==> src/rtl/mm_seq_ctrl_if.sv <==
// Command, DMA and PE signal bundle for the matrix-multiply sequencer.
// master = CPU/DMA/PE side, slave = the sequencer itself.
interface mm_seq_ctrl_if #(
    parameter int unsigned ADDR_W   = 32,
    parameter int unsigned LENGTH_W = 8,
    parameter int unsigned TILE_W   = 8
);
    logic                cmd_valid;
    logic                cmd_ready;
    logic [1:0]          cmd_op;
    logic [ADDR_W-1:0]   cmd_addr_a;
    logic [ADDR_W-1:0]   cmd_addr_b;
    logic [ADDR_W-1:0]   cmd_addr_c;
    logic [LENGTH_W-1:0] cmd_len_a;
    logic [LENGTH_W-1:0] cmd_len_b;
    logic [LENGTH_W-1:0] cmd_len_c;
    logic [TILE_W-1:0]   cmd_tiles;
    logic                cmd_abort;
    logic                busy;
    logic                done_pulse;
    logic [1:0]          err_code;
    logic [TILE_W-1:0]   tile_idx;
    logic                dma_start_load_a;
    logic                dma_start_load_b;
    logic                dma_start_store_c;
    logic [ADDR_W-1:0]   dma_addr_a;
    logic [ADDR_W-1:0]   dma_addr_b;
    logic [ADDR_W-1:0]   dma_addr_c;
    logic [LENGTH_W-1:0] dma_len_a;
    logic [LENGTH_W-1:0] dma_len_b;
    logic [LENGTH_W-1:0] dma_len_c;
    logic                dma_done_load_a;
    logic                dma_done_load_b;
    logic                dma_done_store_c;
    logic                pe_start;
    logic                pe_done;

    modport master (
        output cmd_valid, cmd_op, cmd_addr_a, cmd_addr_b, cmd_addr_c,
               cmd_len_a, cmd_len_b, cmd_len_c, cmd_tiles, cmd_abort,
               dma_done_load_a, dma_done_load_b, dma_done_store_c, pe_done,
        input  cmd_ready, busy, done_pulse, err_code, tile_idx,
               dma_start_load_a, dma_start_load_b, dma_start_store_c,
               dma_addr_a, dma_addr_b, dma_addr_c, dma_len_a, dma_len_b, dma_len_c, pe_start
    );

    modport slave (
        input  cmd_valid, cmd_op, cmd_addr_a, cmd_addr_b, cmd_addr_c,
               cmd_len_a, cmd_len_b, cmd_len_c, cmd_tiles, cmd_abort,
               dma_done_load_a, dma_done_load_b, dma_done_store_c, pe_done,
        output cmd_ready, busy, done_pulse, err_code, tile_idx,
               dma_start_load_a, dma_start_load_b, dma_start_store_c,
               dma_addr_a, dma_addr_b, dma_addr_c, dma_len_a, dma_len_b, dma_len_c, pe_start
    );
endinterface

==> src/rtl/mm_seq_ctrl.sv <==
// Command sequencer for the matrix-multiply accelerator: issues DMA/PE start pulses per op,
// walks FULL commands over tiles with address auto-advance, with watchdog and abort.
module mm_seq_ctrl #(
    parameter int unsigned ADDR_W      = 32,
    parameter int unsigned LENGTH_W    = 8,
    parameter int unsigned TILE_W      = 8,
    parameter int unsigned ADDR_SHIFT  = 2,
    parameter int unsigned TIMEOUT_CYC = 4096
) (
    input logic          clk,
    input logic          rst_n,
    mm_seq_ctrl_if.slave bus
);
    typedef enum logic [3:0] {
        StIdle, StLaIss, StLaWait, StLbIss, StLbWait, StPeIss, StPeWait,
        StScIss, StScWait, StNext, StDone, StErr
    } state_e;

    localparam logic [1:0] OpLoadA   = 2'd0;
    localparam logic [1:0] OpLoadB   = 2'd1;
    localparam logic [1:0] OpCompute = 2'd2;
    localparam logic [1:0] OpFull    = 2'd3;

    localparam logic [1:0] ErrNone    = 2'd0;
    localparam logic [1:0] ErrTimeout = 2'd1;
    localparam logic [1:0] ErrAbort   = 2'd2;

    localparam int unsigned      WdW    = (TIMEOUT_CYC > 1) ? $clog2(TIMEOUT_CYC) : 1;
    localparam logic [WdW-1:0]   WdLast = WdW'(TIMEOUT_CYC - 1);

    state_e              state_q, state_d;
    logic [1:0]          op_q, op_d;
    logic [TILE_W-1:0]   tiles_q, tiles_d;
    logic [TILE_W-1:0]   tile_q, tile_d;
    logic [1:0]          err_q, err_d;
    logic [WdW-1:0]      wdog_q, wdog_d;
    logic [ADDR_W-1:0]   addr_a_q, addr_a_d, addr_b_q, addr_b_d, addr_c_q, addr_c_d;
    logic [LENGTH_W-1:0] len_a_q, len_a_d, len_b_q, len_b_d, len_c_q, len_c_d;
    logic                in_wait;

    always_ff @(posedge clk) begin
        if (!rst_n) begin
            state_q  <= StIdle;
            op_q     <= OpLoadA;
            tiles_q  <= '0;
            tile_q   <= '0;
            err_q    <= ErrNone;
            wdog_q   <= '0;
            addr_a_q <= '0;
            addr_b_q <= '0;
            addr_c_q <= '0;
            len_a_q  <= '0;
            len_b_q  <= '0;
            len_c_q  <= '0;
        end else begin
            state_q  <= state_d;
            op_q     <= op_d;
            tiles_q  <= tiles_d;
            tile_q   <= tile_d;
            err_q    <= err_d;
            wdog_q   <= wdog_d;
            addr_a_q <= addr_a_d;
            addr_b_q <= addr_b_d;
            addr_c_q <= addr_c_d;
            len_a_q  <= len_a_d;
            len_b_q  <= len_b_d;
            len_c_q  <= len_c_d;
        end
    end

    always_comb begin
        state_d  = state_q;
        op_d     = op_q;
        tiles_d  = tiles_q;
        tile_d   = tile_q;
        err_d    = err_q;
        wdog_d   = wdog_q;
        addr_a_d = addr_a_q;
        addr_b_d = addr_b_q;
        addr_c_d = addr_c_q;
        len_a_d  = len_a_q;
        len_b_d  = len_b_q;
        len_c_d  = len_c_q;
        in_wait  = 1'b0;

        // Abort beats any same-cycle done and any NEXT address advance.
        if (state_q != StIdle && bus.cmd_abort) begin
            state_d = StIdle;
            err_d   = ErrAbort;
        end else begin
            unique case (state_q)
                StIdle: begin
                    if (bus.cmd_valid) begin
                        op_d     = bus.cmd_op;
                        tiles_d  = (bus.cmd_tiles == '0) ? TILE_W'(1) : bus.cmd_tiles;
                        tile_d   = '0;
                        err_d    = ErrNone;
                        addr_a_d = bus.cmd_addr_a;
                        addr_b_d = bus.cmd_addr_b;
                        addr_c_d = bus.cmd_addr_c;
                        len_a_d  = bus.cmd_len_a;
                        len_b_d  = bus.cmd_len_b;
                        len_c_d  = bus.cmd_len_c;
                        case (bus.cmd_op)
                            OpLoadB:   state_d = StLbIss;
                            OpCompute: state_d = StPeIss;
                            default:   state_d = StLaIss;
                        endcase
                    end
                end
                StLaIss: begin
                    wdog_d  = '0;
                    state_d = StLaWait;
                end
                StLaWait: begin
                    in_wait = 1'b1;
                    if (bus.dma_done_load_a) state_d = (op_q == OpFull) ? StLbIss : StDone;
                end
                StLbIss: begin
                    wdog_d  = '0;
                    state_d = StLbWait;
                end
                StLbWait: begin
                    in_wait = 1'b1;
                    if (bus.dma_done_load_b) state_d = (op_q == OpFull) ? StPeIss : StDone;
                end
                StPeIss: begin
                    wdog_d  = '0;
                    state_d = StPeWait;
                end
                StPeWait: begin
                    in_wait = 1'b1;
                    if (bus.pe_done) state_d = StScIss;
                end
                StScIss: begin
                    wdog_d  = '0;
                    state_d = StScWait;
                end
                StScWait: begin
                    in_wait = 1'b1;
                    if (bus.dma_done_store_c) state_d = (op_q == OpFull) ? StNext : StDone;
                end
                StNext: begin
                    if (tile_q == tiles_q - TILE_W'(1)) begin
                        state_d = StDone;
                    end else begin
                        tile_d   = tile_q + TILE_W'(1);
                        addr_a_d = addr_a_q + (ADDR_W'(len_a_q) << ADDR_SHIFT);
                        addr_b_d = addr_b_q + (ADDR_W'(len_b_q) << ADDR_SHIFT);
                        addr_c_d = addr_c_q + (ADDR_W'(len_c_q) << ADDR_SHIFT);
                        state_d  = StLaIss;
                    end
                end
                StDone, StErr: state_d = StIdle;
                default:       state_d = StIdle;
            endcase

            // Watchdog only counts WAIT cycles that did not see their done.
            if (in_wait && state_d == state_q && TIMEOUT_CYC != 0) begin
                if (wdog_q == WdLast) begin
                    state_d = StErr;
                    err_d   = ErrTimeout;
                end else begin
                    wdog_d = wdog_q + WdW'(1);
                end
            end
        end
    end

    assign bus.cmd_ready         = (state_q == StIdle);
    assign bus.busy              = (state_q != StIdle);
    assign bus.done_pulse        = (state_q == StDone) || (state_q == StErr);
    assign bus.dma_start_load_a  = (state_q == StLaIss);
    assign bus.dma_start_load_b  = (state_q == StLbIss);
    assign bus.dma_start_store_c = (state_q == StScIss);
    assign bus.pe_start          = (state_q == StPeIss);
    assign bus.err_code          = err_q;
    assign bus.tile_idx          = tile_q;
    assign bus.dma_addr_a        = addr_a_q;
    assign bus.dma_addr_b        = addr_b_q;
    assign bus.dma_addr_c        = addr_c_q;
    assign bus.dma_len_a         = len_a_q;
    assign bus.dma_len_b         = len_b_q;
    assign bus.dma_len_c         = len_c_q;
endmodule

==> src/flat_wrapper.sv <==
// flat-port wrapper written by rule: the top's interface ports become plain ports
module mm_seq_ctrl_flat 
#(
    parameter int unsigned ADDR_W      = 32,
    parameter int unsigned LENGTH_W    = 8,
    parameter int unsigned TILE_W      = 8,
    parameter int unsigned ADDR_SHIFT  = 2,
    parameter int unsigned TIMEOUT_CYC = 4096
)
  (clk, rst_n, bus_cmd_valid, bus_cmd_op, bus_cmd_addr_a, bus_cmd_addr_b, bus_cmd_addr_c, bus_cmd_len_a, bus_cmd_len_b, bus_cmd_len_c, bus_cmd_tiles, bus_cmd_abort, bus_dma_done_load_a, bus_dma_done_load_b, bus_dma_done_store_c, bus_pe_done, bus_cmd_ready, bus_busy, bus_done_pulse, bus_err_code, bus_tile_idx, bus_dma_start_load_a, bus_dma_start_load_b, bus_dma_start_store_c, bus_dma_addr_a, bus_dma_addr_b, bus_dma_addr_c, bus_dma_len_a, bus_dma_len_b, bus_dma_len_c, bus_pe_start);
  mm_seq_ctrl_if #(.ADDR_W(ADDR_W), .LENGTH_W(LENGTH_W), .TILE_W(TILE_W)) bus_i ();
  input logic clk;
  input logic rst_n;
  input wire logic [$bits(bus_i.cmd_valid)-1:0] bus_cmd_valid;
  input wire logic [$bits(bus_i.cmd_op)-1:0] bus_cmd_op;
  input wire logic [$bits(bus_i.cmd_addr_a)-1:0] bus_cmd_addr_a;
  input wire logic [$bits(bus_i.cmd_addr_b)-1:0] bus_cmd_addr_b;
  input wire logic [$bits(bus_i.cmd_addr_c)-1:0] bus_cmd_addr_c;
  input wire logic [$bits(bus_i.cmd_len_a)-1:0] bus_cmd_len_a;
  input wire logic [$bits(bus_i.cmd_len_b)-1:0] bus_cmd_len_b;
  input wire logic [$bits(bus_i.cmd_len_c)-1:0] bus_cmd_len_c;
  input wire logic [$bits(bus_i.cmd_tiles)-1:0] bus_cmd_tiles;
  input wire logic [$bits(bus_i.cmd_abort)-1:0] bus_cmd_abort;
  input wire logic [$bits(bus_i.dma_done_load_a)-1:0] bus_dma_done_load_a;
  input wire logic [$bits(bus_i.dma_done_load_b)-1:0] bus_dma_done_load_b;
  input wire logic [$bits(bus_i.dma_done_store_c)-1:0] bus_dma_done_store_c;
  input wire logic [$bits(bus_i.pe_done)-1:0] bus_pe_done;
  output wire logic [$bits(bus_i.cmd_ready)-1:0] bus_cmd_ready;
  output wire logic [$bits(bus_i.busy)-1:0] bus_busy;
  output wire logic [$bits(bus_i.done_pulse)-1:0] bus_done_pulse;
  output wire logic [$bits(bus_i.err_code)-1:0] bus_err_code;
  output wire logic [$bits(bus_i.tile_idx)-1:0] bus_tile_idx;
  output wire logic [$bits(bus_i.dma_start_load_a)-1:0] bus_dma_start_load_a;
  output wire logic [$bits(bus_i.dma_start_load_b)-1:0] bus_dma_start_load_b;
  output wire logic [$bits(bus_i.dma_start_store_c)-1:0] bus_dma_start_store_c;
  output wire logic [$bits(bus_i.dma_addr_a)-1:0] bus_dma_addr_a;
  output wire logic [$bits(bus_i.dma_addr_b)-1:0] bus_dma_addr_b;
  output wire logic [$bits(bus_i.dma_addr_c)-1:0] bus_dma_addr_c;
  output wire logic [$bits(bus_i.dma_len_a)-1:0] bus_dma_len_a;
  output wire logic [$bits(bus_i.dma_len_b)-1:0] bus_dma_len_b;
  output wire logic [$bits(bus_i.dma_len_c)-1:0] bus_dma_len_c;
  output wire logic [$bits(bus_i.pe_start)-1:0] bus_pe_start;
  assign bus_i.cmd_valid = bus_cmd_valid;
  assign bus_i.cmd_op = bus_cmd_op;
  assign bus_i.cmd_addr_a = bus_cmd_addr_a;
  assign bus_i.cmd_addr_b = bus_cmd_addr_b;
  assign bus_i.cmd_addr_c = bus_cmd_addr_c;
  assign bus_i.cmd_len_a = bus_cmd_len_a;
  assign bus_i.cmd_len_b = bus_cmd_len_b;
  assign bus_i.cmd_len_c = bus_cmd_len_c;
  assign bus_i.cmd_tiles = bus_cmd_tiles;
  assign bus_i.cmd_abort = bus_cmd_abort;
  assign bus_i.dma_done_load_a = bus_dma_done_load_a;
  assign bus_i.dma_done_load_b = bus_dma_done_load_b;
  assign bus_i.dma_done_store_c = bus_dma_done_store_c;
  assign bus_i.pe_done = bus_pe_done;
  assign bus_cmd_ready = bus_i.cmd_ready;
  assign bus_busy = bus_i.busy;
  assign bus_done_pulse = bus_i.done_pulse;
  assign bus_err_code = bus_i.err_code;
  assign bus_tile_idx = bus_i.tile_idx;
  assign bus_dma_start_load_a = bus_i.dma_start_load_a;
  assign bus_dma_start_load_b = bus_i.dma_start_load_b;
  assign bus_dma_start_store_c = bus_i.dma_start_store_c;
  assign bus_dma_addr_a = bus_i.dma_addr_a;
  assign bus_dma_addr_b = bus_i.dma_addr_b;
  assign bus_dma_addr_c = bus_i.dma_addr_c;
  assign bus_dma_len_a = bus_i.dma_len_a;
  assign bus_dma_len_b = bus_i.dma_len_b;
  assign bus_dma_len_c = bus_i.dma_len_c;
  assign bus_pe_start = bus_i.pe_start;
  mm_seq_ctrl #(.ADDR_W(ADDR_W), .LENGTH_W(LENGTH_W), .TILE_W(TILE_W), .ADDR_SHIFT(ADDR_SHIFT), .TIMEOUT_CYC(TIMEOUT_CYC)) u_core (.clk(clk), .rst_n(rst_n), .bus(bus_i));
endmodule
==> config.mk <==
export PLATFORM = sky130hd
export DESIGN_NAME = mm_seq_ctrl_flat
export DESIGN_NICKNAME = d
export VERILOG_FILES = /design/src/rtl/mm_seq_ctrl_if.sv /design/src/rtl/mm_seq_ctrl.sv /design/src/flat_wrapper.sv
export SDC_FILE = /design/constraint.sdc
export NUM_CORES = 1
export LEC_CHECK = 0
export CORE_ASPECT_RATIO = 1.75
export CORE_MARGIN = 1
export CORE_UTILIZATION = 40
export CTS_BUF_LIST = sky130_fd_sc_hd__clkbuf_8
export DETAILED_ROUTE_END_ITERATION = 10
export PLACE_DENSITY_LB_ADDON = 0.15
export SLEW_MARGIN = 20
export SYNTH_ARGS = -nofsm -noshare
export SYNTH_HDL_FRONTEND = slang
export SYNTH_SLANG_ARGS = --single-unit
export TNS_END_PERCENT = 20
==> constraint.sdc <==
create_clock -name clk -period 3.8 [get_ports clk]
set_clock_uncertainty 0.2 [all_clocks]
set_input_delay 0.76 -clock clk [delete_from_list [all_inputs] [get_ports clk]]
set_output_delay 0.76 -clock clk [all_outputs]
set_load 0.02 [all_outputs]
==> summary.md, run 1 <==
| Metric | Value |
|---|---|
| Largest net degree at the start of global routing | 66 |
| WL/cell | 19.9 um |
| Total core area | 23500 um^2 |
| DR vias | 10991 |
| Pleak | between 4 and 5 nW |
| Main area contributors after synthesis | dfxtp_1, a21oi_1, nand2_1 |
| Post-synth EDFFs | 0 |
| # DRC | 0 |
| Crit path buf inv count | 2 |
| Unrepaired setup endpoints after global routing | no |
| Seq pwr share | 0.348 |
| Worst-Skew Late Latency | 0.48 ns |
| Synth unique cells | 79 |
| Die footprint | 24800 um^2 |
| Die Width | 119 um |
| Clk slew on worst S/H paths | 0.08 ns |
| Fin crit period | 3.31 ns |
| DRT antenna net count | 0 |
| Cell taking the most area after synthesis | dfxtp_1 |
| Crit path max-delay cell type | clkdlybuf4s50_1 |
| Max VDD drop | 276 uV |
| P_sw | between 2 and 3 mW |
| Pwr dens | 519 nW/um^2 |
| FF+latch count, synth | 156 |
| WP data arrival | between 2 and 2.5 ns |
| Layout area overhead | 35.8% |
| Final instance area | between 10000 and 15000 um^2 |
| Ys Warns | 0 |
| Worst path cell trace | or4_1 > inv_1 > clkdlybuf4s50_1 |
| Row count | 74 |
| CTS H-Tree Depth | 4 |
| Mapped Area | 9650 um^2 |
| Layout cell share with drive strength beyond 1 | 0.0722 |
| DRT Wirelength | ~36 mm |
| Synth top cells by count | dfxtp_1, nand2_1, a21oi_1, o21ai_0, nor2_1 |
| Cell area after placement | 12700 um^2 |
| Kind of critical path | reg2out |
| DP Wirelength | 26.0 mm |
| Number of global-route vias before repair | 10553 |
| I/O Pins | 275 |
| HP Class | reg2reg |
| Syn_nets | ~1400 |
| Crit-path leading delay family | buffers and inverters |
| Yosys top cell area share | 0.323 |
| WP data required | approximately 2.8 ns |
| Outcome | complete, no violations |
| Post-CTS Setup Bufs | 0 |
| CP max stage delay | 0.67 ns |
| 1st-pass router iterations | 7 |
| First-pass GRT wire length | 57.0 mm |
| Worst-margin pin slew | 1.06 ns |
| Gpl congestion | just under 0.9 |
| Ys async rst share | 0 |
| Root buf cell | clkbuf_8 |
| CTS Buf Count | 17 |
| Final setup TNS | 0 ns |
| Slew margin rel. | 0.291 |
| Total power | slightly below 7 mW |
| Initial Util | 0.411 |
| Iter 0 DRT Violations | 767 |
| Max-cap violations | 0 |
| IO Port Bufs | 274 |
| Gate power share | 0.464 |
| Sequential area share after synthesis | 0.323 |
| Via density | 6.06 |
| Inst Count DP | 1783 |
| CTS sink cnt | 156 |
| Resize count post-CTS | 0 |
| Mean Syn Cell Area | 7.62 um^2 |
| Tcrit/Tclk final | 0.872 |
| Max-slew violation count | 0 |
| Hold Fails Final Rpt | 0 |
| Initial antenna violation count | 2 |
| Overflow after GRT | 0 |
| Final Net Count | 1666 |
| Die Span Y | 208 um |
| Layout Cells excl Fill | 1815 |
| Post-CTS Hold Fix Bufs | 0 |
| Clock share of power | 0.188 |
| Worst setup SP type | flip-flop |
| Min Hold Slack | 0.257 ns |
| P_int | 3.94 mW |
| TritonCTS clock tree | done |
| Fill count | 2235 |
| Gr usage total | 0.289 |
| Switching part of the total | 0.421 |
| Max Root-Sink Buffers | 2 |
| Worst setup EP type | output port |
| Top_reg_cell synth | dfxtp_1 |
| Final Setup Violations | 0 |
| Critical-path maximum fanout | 16 |
| Fmax | 0.302 GHz |
| Syn Inst Count | between 1000 and 1500 |
==> metal layers <==
metal  track usage  wire, um
met4         0.150      1550
met2         0.511     18400
met1         0.320     13600
met5             0        13
met3        0.0615      2440
==> cells by family (layout without fill, tap and decap cells) <==
logic type	after synthesis	count (layout)	synth area share
and+or+nand+nor	457	457	0.230
muxes	1	1	0.00104
AOI/OAI and AO/OA	456	456	0.323
DFF	156	156	0.323
buffers and inverters	139	382	0.0560
adders and majority gates	30	30	0.0412
other	0	1	0
xor gates and xnor gates	28	28	0.0254
==> worst min-delay path, delay by kind of cell (launching register included) <==
| kind | cells | cell delay [ns] |
|---|---|---|
| AO/OA/AOI/OAI | 1 | 0.05 |
| AND/OR/NAND/NOR | 1 | 0.05 |
| flip-flops | 1 | 0.31 |
==> through the flow <==
stage                      util  setup WS, ns
after CTS                 0.557         0.482
after global routing      0.558         0.261
after detailed placement  0.541         0.370
after global placement    0.541         0.418
final                     0.558         0.485
after floorplan               -         0.785
==> path summary, 6_finish.rpt <==
check | from | endpoint | slack, ns | cells after the start
setup / recovery | u_core.state_q[2] | bus_cmd_ready | 0.49 | 3
hold reg to reg | u_core.bus.dma_addr_c[1] | u_core.bus.dma_addr_c[1] | 0.26 | 2
hold / removal | u_core.bus.dma_addr_c[1] | u_core.bus.dma_addr_c[1] | 0.26 | 2
setup reg to reg | u_core.tiles_q[0] | u_core.bus.dma_addr_c[8] | 0.52 | 10
==> cells in the final DEF (no fill, tap or decap), types with 9 or more instances in the layout <==
master	instances
a211oi_1	27
a21o_1	9
a21oi_1	119
a22oi_1	9
a31oi_1	35
a41oi_1	12
and2_1	12
and3_1	27
buf_4	31
clkbuf_8	24
clkdlybuf4s50_1	273
dfxtp_1	156
ha_1	27
inv_1	43
nand2_1	154
nand3_1	40
nand4_1	17
nor2_1	74
nor3_1	54
nor4_1	19
o211ai_1	18
o21ai_0	82
o221a_2	19
o22ai_1	10
o31ai_1	15
or4_1	9
xnor2_1	15
xor2_1	13
==> power groups by stage <==
stage / clock (mW) / sequential, mW / combinational [mW]
finish: 1.28 / 2.37 / 3.16
global route: 1.37 / 2.42 / 3.40
CTS: 1.31 / 2.36 / 3.15
detailed placement: 0 / 2.39 / 3.14
global placement: 0 / 2.38 / 3.10
floorplan: 0 / 2.62 / 1.53
==> flip-flops by register name (all words and copies together) (netlist names), 4 cells and up <==
signal,cells
u_core.bus.dma_len_c,8
u_core.bus.dma_addr_c,32
u_core.wdog_q,12
u_core.state_q,4
u_core.bus.tile_idx,8
u_core.bus.dma_addr_b,32
u_core.tiles_q,8
u_core.bus.dma_len_a,8
u_core.bus.dma_addr_a,32
u_core.bus.dma_len_b,8
==> final cells by class <==
cell class              count  area [um^2]  area share
clock inverters             7         61.3     0.00468
well taps                 304          380      0.0290
repair buffers            308         3030       0.231
flip-flops and latches    156         3120       0.238
diodes                      1         2.50    0.000191
clock buffers              24          330      0.0252
multi-input cells         972         6020       0.459
inverters                  43          161      0.0123
Note: power is estimated with default switching activity, not from simulation.
==> run 2: changes to the inputs <==
CORE_MARGIN = default   (was 1)
==> results of run 2 <==
Same layout as run 1: the final DEF is identical, and so are final timing and power.
==> run 3: changes to the inputs <==
DONT_BUFFER_PORTS = 1   (was default)
PLACE_DENSITY_LB_ADDON = default   (was 0.15)
==> summary.md, run 3 (synthesis gave the netlist of run 1 again) <==
| Metric | Value |
|---|---|
| Row count | 74 (unchanged) |
| Pwr dens | 598 nW/um^2 (+15%) |
| Cell area after placement | 10000 um^2 (-21%) |
| Max-cap violations | 0 (unchanged) |
| TritonCTS clock tree | done |
| Commonest non-fill, non-tap cell in the layout | dfxtp_1 |
| Final Setup Violations | 0 (unchanged) |
| Final setup TNS | 0 ns (unchanged) |
| Iter 0 DRT Violations | 648 (-16%) |
| Largest net degree at the start of global routing | 81 (+23%) |
| Gpl congestion | 0.909 (+1.8%) |
| Overflow after GRT | 0 (unchanged) |
| Root buf cell | clkbuf_8 |
| IO Port Bufs | 0 (-100%) |
| Total core area | 23500 um^2 (unchanged) |
| I/O Pins | 275 (unchanged) |
| Die Width | 119 um (unchanged) |
| DRT Wirelength | 34.6 mm (-3.9%) |
| Resize count post-CTS | 0 (unchanged) |
| Post-CTS Setup Bufs | 0 (unchanged) |
| Worst setup SP type | flip-flop |
| Layout cell share with drive strength beyond 1 | 0.0918 (+0.0196) |
| Gr usage total | 0.277 (-0.0125) |
| Hold wc startpoint | bus_cmd_len_a[5] |
| Max VDD drop | 329 uV (+19%) |
| Initial antenna violation count | 5 (+3) |
| Via density | 6.45 (+6.5%) |
| Most frequent cells in the layout | dfxtp_1, nand2_1, a21oi_1 |
| Worst-margin pin slew | 0.748 ns (-0.307 ns) |
| DRT antenna net count | 0 (unchanged) |
| Reg2reg end | u_core.bus.dma_addr_c[15] |
| Clk slew on worst S/H paths | 0.09 ns (about the same) |
| FF-to-FF setup slack | 0.40 ns (-0.12 ns) |
| Worst setup EP type | flip-flop |
| Max-slew violation count | 0 (unchanged) |
| First-pass GRT wire length | 53.4 mm (-6.4%) |
| Post-CTS Hold Fix Bufs | 0 (unchanged) |
| CTS sink cnt | 156 (unchanged) |
| Layout area overhead | 8.24% |
| CTS H-Tree Depth | 4 (unchanged) |
| Worst-Skew Late Latency | 0.51 ns (+0.03 ns) |
| Final Net Count | 1398 (-16%) |
| Number of global-route vias before repair | 9690 (-8.2%) |
| Outcome | complete, no violations |
| Initial Util | 0.411 (unchanged) |
| Max Root-Sink Buffers | 2 (unchanged) |
| Fmax | 0.294 GHz (-2.5%) |
| DR vias | 9990 (-9.1%) |
| Die Span Y | 208 um (unchanged) |
| Final instance area | 10500 um^2 (-20%) |
| WL/cell | 22.4 um (+13%) |
| DP Wirelength | 24.9 mm (-4.2%) |
| Critical Path Source | u_core.bus.dma_len_c[1] |
| FF-to-FF Start | u_core.bus.dma_len_c[1] |
| HP Class | in2reg |
| Unrepaired setup endpoints after global routing | no |
| CTS Buf Count | 17 (unchanged) |
| Kind of critical path | reg2reg |
| Slew margin rel. | 0.500 (+0.209) |
| WP data arrival | 3.60 ns (+1.25 ns) |
| 1st-pass router iterations | 6 (-1) |
| Critical-path maximum fanout | 5 (-11) |
| Tcrit/Tclk final | 0.894 (+0.0220) |
| Fin crit period | 3.40 ns (+0.0835 ns) |
| R2R depth | 8 (-2) |
| # DRC | 0 (unchanged) |
| Finished Core Util | 0.444 (-0.113) |
| Die footprint | 24800 um^2 (unchanged) |
| Pleak | 3.76 nW (-21%) |
| Hold Crit Depth | 2 (unchanged) |
| WP data required | 4.01 ns (+1.17 ns) |
| Hold Fails Final Rpt | 0 (unchanged) |
| Worst Hold Path EP | u_core.bus.dma_len_a[5] |
run 3: cell types whose count changed in the layout (fill, tap and decap cells not counted):
| cell | change |
|---|---|
| buf_4 | +8 |
| inv_6 | +1 |
| bufinv_16 | +3 |
| clkinvlp_4 | +1 |
| clkbuf_8 | -4 |
| diode_2 | +2 |
| clkinv_2 | -2 |
| buf_12 | -2 |
| clkinv_4 | +1 |
| buf_2 | -1 |
| clkdlybuf4s50_1 | -273 |
run 3: worst max path at each step:
stage	cells past startpoint	end
6_report	8	u_core.bus.dma_addr_c[15]
3_3_place_gp	8	u_core.bus.dma_addr_c[15]
5_1_grt	8	u_core.bus.dma_addr_c[15]
3_5_place_dp	8	u_core.bus.dma_addr_c[15]
2_1_floorplan	10	u_core.bus.dma_addr_b[30]
4_1_cts	8	u_core.bus.dma_addr_c[15]
run 3: cell type report:
| type | count | area (um^2) |
|---|---|---|
| Clock buffer | 20 | 275 |
| Multi-Input combinational cell | 972 | 6020 |
| Timing Repair Buffer | 40 | 313 |
| Antenna cell | 3 | 7.51 |
| Fill cell | 2440 | 13100 |
| Tap cell | 304 | 380 |
| Inverter | 43 | 161 |
| Sequential cell | 156 | 3120 |
| Clock inverter | 11 | 166 |
run 3: worst max-delay path, cell delays in order, from the launching register on:
cell and delay [ns]:
dfxtp_1 0.53, ha_1 0.30, a21o_1 0.19, a21o_1 0.22, a2111oi_0 0.69, o21ai_0 0.43
and3_1 0.31, a22o_1 0.18, a32o_1 0.25
run 3: metal layers:
metal,part of all wire,vias to the layer above,track usage
met5,0.00064,-,0
met4,0.048,4,0.160
met3,0.078,103,0.0879
met2,0.50,435,0.475
met1,0.37,4749,0.294
li1,-,4699,-
run 3: power by group:
part / internal [mW] / total, mW / leakage [nW] / switching, mW
Clock: 0.762 / 1.45 / 0.222 / 0.690
Combinational: 0.740 / 2.04 / 2.25 / 1.30
Sequential: 1.96 / 2.76 / 1.28 / 0.800
run 3: through the flow:
step	instances	total power, mW	setup WS, ns	hold slack [ns]
after floorplan	1267	4.15	0.785	0.260
after global placement	1515	4.78	0.470	0.274
after detailed placement	1515	4.82	0.482	0.278
after CTS	1546	6.27	0.452	0.146
after global routing	1549	6.61	0.316	0.146
final	1549	6.25	0.402	0.176
